File: config.mk
export PLATFORM = sky130hd
export DESIGN_NAME = id_ex_stage
export DESIGN_NICKNAME = d
export VERILOG_FILES = /design/src/rtl/id_ex_stage.sv
export SDC_FILE = /design/constraint.sdc
export NUM_CORES = 1
export LEC_CHECK = 0
export ABC_AREA = 1
export ABC_CLOCK_PERIOD_IN_PS = 1950
export CAP_MARGIN = 25
export CORE_UTILIZATION = 44
export DETAILED_ROUTE_END_ITERATION = 10
export GPL_ROUTABILITY_DRIVEN = 0
export HOLD_SLACK_MARGIN = 0.08
export PLACE_DENSITY_LB_ADDON = 0.25
export REMOVE_ABC_BUFFERS = 1
export SYNTH_ARGS = -nofsm -noshare
export SYNTH_HDL_FRONTEND = slang
export SYNTH_SLANG_ARGS = --single-unit
export TNS_END_PERCENT = 1
File: constraint.sdc
create_clock -name clk -period 1.95 [get_ports clk]
set_input_delay 0.39 -clock clk [delete_from_list [all_inputs] [get_ports clk]]
set_output_delay 0.39 -clock clk [all_outputs]
set_load 0.005 [all_outputs]
File: src/rtl/id_ex_stage.sv
// id_ex_stage: decode-to-execute pipeline register for the 16-bit core.
// Resolves ALU operands (EX/MEM forwarding, immediate select) before capture,
// detects load-use hazards and inserts bubbles, and supports downstream stall
// and flush through a valid/ready handshake.
//
// Optional feature (define ID_EX_STALL_CNT_EN): adds output stall_count, a
// saturating count of cycles an incoming instruction waits on a load-use hazard.
module id_ex_stage #(
  parameter int DW = 16,
  parameter int RW = 3
) (
  input  logic          clk,
  input  logic          reset,
  input  logic          in_valid,
  output logic          in_ready,
  input  logic [RW-1:0] in_rs,
  input  logic [RW-1:0] in_rt,
  input  logic [RW-1:0] in_rd,
  input  logic [DW-1:0] in_rs_data,
  input  logic [DW-1:0] in_rt_data,
  input  logic [DW-1:0] in_imm,
  input  logic [2:0]    in_alu_control,
  input  logic          in_alu_src,
  input  logic [3:0]    in_ctrl,
  input  logic          flush,
  input  logic          ex_ready,
  input  logic [DW-1:0] ex_result,
  input  logic          mem_reg_write,
  input  logic [RW-1:0] mem_rd,
  input  logic [DW-1:0] mem_data,
  output logic          out_valid,
  output logic [DW-1:0] out_a,
  output logic [DW-1:0] out_b,
  output logic [2:0]    out_alu_control,
  output logic [DW-1:0] out_store_data,
  output logic [RW-1:0] out_rd,
  output logic [3:0]    out_ctrl
`ifdef ID_EX_STALL_CNT_EN
  ,
  output logic [15:0]   stall_count
`endif
);

  // out_ctrl bit positions: {reg_write, mem_read, mem_write, mem_to_reg}
  localparam int CTRL_REG_WRITE = 3;
  localparam int CTRL_MEM_READ  = 2;

  typedef enum logic {EMPTY = 1'b0, FULL = 1'b1} state_t;

  state_t        state, state_next;
  logic          load_use;
  logic          capture;
  logic [DW-1:0] fwd_rs, fwd_rt;

  // Operand resolution for one source register; first match wins.
  function automatic logic [DW-1:0] fwd(input logic [RW-1:0] src,
                                        input logic [DW-1:0] rf_data);
    if (src == '0)
      return '0;
    else if (out_valid && out_ctrl[CTRL_REG_WRITE] && !out_ctrl[CTRL_MEM_READ]
             && out_rd == src)
      return ex_result;
    else if (mem_reg_write && mem_rd == src)
      return mem_data;
    else
      return rf_data;
  endfunction

  // Hazard detection and handshake: a load in EX cannot feed the next
  // instruction yet, so it must wait one cycle for the MEM-stage value.
  always_comb begin
    load_use = out_valid && out_ctrl[CTRL_REG_WRITE] && out_ctrl[CTRL_MEM_READ]
               && (out_rd != '0) && ((out_rd == in_rs) || (out_rd == in_rt));
    in_ready = !flush && !load_use && (!out_valid || ex_ready);
    capture  = in_valid && in_ready;
    fwd_rs   = fwd(in_rs, in_rs_data);
    fwd_rt   = fwd(in_rt, in_rt_data);
  end

  // State register: EMPTY/FULL mirrors out_valid.
  always_ff @(posedge clk) begin
    // NOTE: sequential state uses non-blocking assignments so every register
    // samples pre-edge values regardless of process ordering.
    if (reset) state <= EMPTY;
    else       state <= state_next;
  end

  // Next-state logic: flush beats capture, capture beats drain, else hold.
  always_comb begin
    // NOTE: default first so every path assigns state_next and no latch forms.
    state_next = state;
    if (flush)         state_next = EMPTY;
    else if (capture)  state_next = FULL;
    else if (ex_ready) state_next = EMPTY;
  end

  // Output logic for the FSM.
  always_comb begin
    out_valid = (state == FULL);
  end

  // Payload register: loads resolved operands on capture, otherwise holds.
  always_ff @(posedge clk) begin
    // NOTE: the payload is cleared on reset so outputs are a known zero after
    // reset, not just don't-care behind out_valid=0.
    if (reset) begin
      out_a           <= '0;
      out_b           <= '0;
      out_alu_control <= '0;
      out_store_data  <= '0;
      out_rd          <= '0;
      out_ctrl        <= '0;
    end else if (capture) begin
      out_a           <= fwd_rs;
      out_b           <= in_alu_src ? in_imm : fwd_rt;
      out_alu_control <= in_alu_control;
      out_store_data  <= fwd_rt;
      out_rd          <= in_rd;
      out_ctrl        <= in_ctrl;
    end
  end

`ifdef ID_EX_STALL_CNT_EN
  // Saturating count of cycles a valid instruction is blocked by load-use.
  always_ff @(posedge clk) begin
    if (reset)
      stall_count <= '0;
    else if (in_valid && load_use && !flush && stall_count != 16'hFFFF)
      stall_count <= stall_count + 16'd1;
  end
`endif

endmodule
==> run summary <==
core area = 8720 µm²
top cell type's share of synthesized area = 29.9%
Non-Filler Instances = 995
RSZ-0062 raised after global routing = false
input/output buffers = 165
Pwr Total = 0.00338 W
Reg clk slew, reported paths = 0.07 ns
Rel. slew slack = 64.3%
HPWL after detailed placement = 10100 µm
area leader, netlist = dfxtp_1
Detail Route Antenna Nets = 0
All-Layer GR Usage = 27.9%
Syn Inst Count = 700
filler instances = 738
# setup viols final = 0
die area = 9350 µm²
sequential element share of the synthesized area = 29.9%
post-synthesis compound-gate area fraction = 6.31%
VDD IR max = 0.000432 V
site row count = 34
Post-Synth Simple-Gate Area = 45.7%
Slew Limit Fails = 0
Async SR Flop Fraction = 0%
die height = 96.7 µm
Hold Slack = 0.304 ns
Vias = 5033
fin crit share = 94.6%
Post-synth EDFFs = 0
synth cell count leaders = nand2_1 (196), inv_1 (132), nand3_1 (102), nor2_1 (84), dfxtp_1 (59)
Hold/Removal Path Class = in2reg
vias in the first global route = 4730
Period minus WS final = 1.84 ns
largest cells by area after synthesis = dfxtp_1 (30%), nand2_1 (19%), nand3_1 (13%), inv_1 (13%), nor2_1 (8.0%)
initial antenna violation count = 0
Root Driver = clkbuf_8
grt ovf = 0
die width = 96.7 µm
First-pass DRT Iterations = 4
kind of critical path = reg2out
P_leak = 3.19 nW
area grow syn2layout = 57.6%
mux share of post-synthesis cell area = 0%
area of the multi-input gates = 2110 µm²
Final Hold Viols = 0
Synth Cell Area = 3950 µm²
Clock Path Buffers = 2
Ports = 166
htree depth = 3
syn avg cell area = 5.64 µm²
CP max-delay cell = clkdlybuf4s50_1
Worst Skew = 0.00642 ns
clock sinks = 59
actual slew at the worst max-slew pin = 0.534 ns
DR WL/cell = 13.2 µm
hold_buf cts = 0
Clock Latency Late Sink = 0.34 ns
Initial DRC Count = 191
Worst Path Required = 1.56 ns
dpl cells = 974
critical path peak fanout = 5
nets = 989
pwr/cell area = 544 nW/µm²
Yosys reg bits = 59
largest net degree at the start of global routing = 47
first-pass GRT wire length = 21500 µm
fmax = 0.542 GHz
cell breakdown of the critical path = buf_4 > buf_4 > clkdlybuf4s50_1
combinational family with the most area after synthesis = simple AND/OR/NAND/NOR gates
TritonCTS clock tree = done
Num CTS Buffers = 9
Starting Density = 45.3%
area taken by flip-flops and latches = 1190 µm²
startpoint types = flip-flop
commonest register cell after synthesis = dfxtp_1
# DRC = 0
Max-cap violations = 0
synth unique cells = 20
Total Wirelength = 13100 µm
Placed Area = 5970 µm²
Synth warnings = 0
design area = 6220 µm²
area share of fa/ha/maj cells after synthesis = 0%
share of cells above drive strength 1 = 9.02%
CP arrival = 1.45 ns
vias per inst = 5.06
most common cell in the netlist = nand2_1
CP max stage delay = 0.49 ns
n_diodes = 0
XOR/XNOR Fraction of Synth Area = 0.856%
status = finished, final reports clean
CP most frequent cell = buf_4
CP Capture Type = primary output
## worst paths after layout
| path | slack (ns) | cells past startpoint | to | startpoint |
|---|---|---|---|---|
| setup / recovery | 0.11 | 3 | out_rd[1] | out_rd[1]$_SDFFE_PP0P_ |
| hold / removal | 0.30 | 2 | out_alu_control[0]$_SDFFE_PP0P_ | reset |
| setup reg to reg | 0.17 | 13 | out_a[6]$_SDFFE_PP0P_ | out_rd[0]$_SDFFE_PP0P_ |
| hold reg to reg | 0.48 | 2 | out_ctrl[0]$_SDFFE_PP0P_ | out_ctrl[0]$_SDFFE_PP0P_ |
## metal layers
layer	vias to the layer above	GRT usage, %	part of all wire (%)
met5	-	0	0
met4	0	8.50	1.9
met3	25	8.82	8.7
met2	202	49.1	49
met1	2277	32.0	40
li1	2529	-	-
## cells by family after synthesis
kind of cell,after synthesis
compound gates,48
xor+xnor,3
buf+inv,170
flops,59
simple gates,420
## per-stage QoR
stage | worst slack [ns] | util [%] | setup TNS, ns
final | 0.106 | 71.3 | 0
after global placement | -0.312 | 68.5 | -7.99
after CTS | 0.0170 | 70.9 | 0
after floorplan | -1.03 | - | -44.64
after detailed placement | -0.381 | 68.5 | -14.70
after global routing | 0.0212 | 71.3 | 0
## worst max-delay path: cells and delay by family (launching register included)
family                 cells  cell delay (ns)
DFF                        1             0.39
buffers and inverters      3             0.72
## placed cells by master, fill, tap and decap left out, types with 10 or more instances in the layout
cell	instances
dfxtp_1	56
nand3_1	102
nand4_1	33
clkdlybuf4s50_1	157
buf_4	35
a21oi_1	43
nor2_1	84
nand2_1	192
buf_12	10
inv_1	129
## registers in the layout, summed over array words and instances (netlist names)
name / flops
out_store_data: 16
out_ctrl: 4
out_b: 16
out_rd: 3
out_alu_control: 3
out_valid: 1
out_a: 16
## what timing repair did
action	4_1_cts	5_1_grt
setup buffers	4	2
setup endpoints to repair	1	20
pin swaps	1	3
gates resized for setup	11	12
hold endpoints to repair	0	0
cloned	0	0
## where the power goes
part	leakage, nW	switching (W)	internal, W
clock network	0.0946	0.000514	0.000573
registers	0.487	0.0000446	0.00128
logic	2.61	0.000450	0.000525
## final cells by class
cell class / instances / share of cell area, %
Multi-Input combinational cell: 471 / 33.9
Inverter: 132 / 8.01
Clock inverter: 6 / 0.925
Timing Repair Buffer: 210 / 33.8
Clock buffer: 9 / 1.99
Sequential cell: 59 / 19.2
Tap cell: 108 / 2.17
Note: power is estimated with default switching activity, not from simulation.
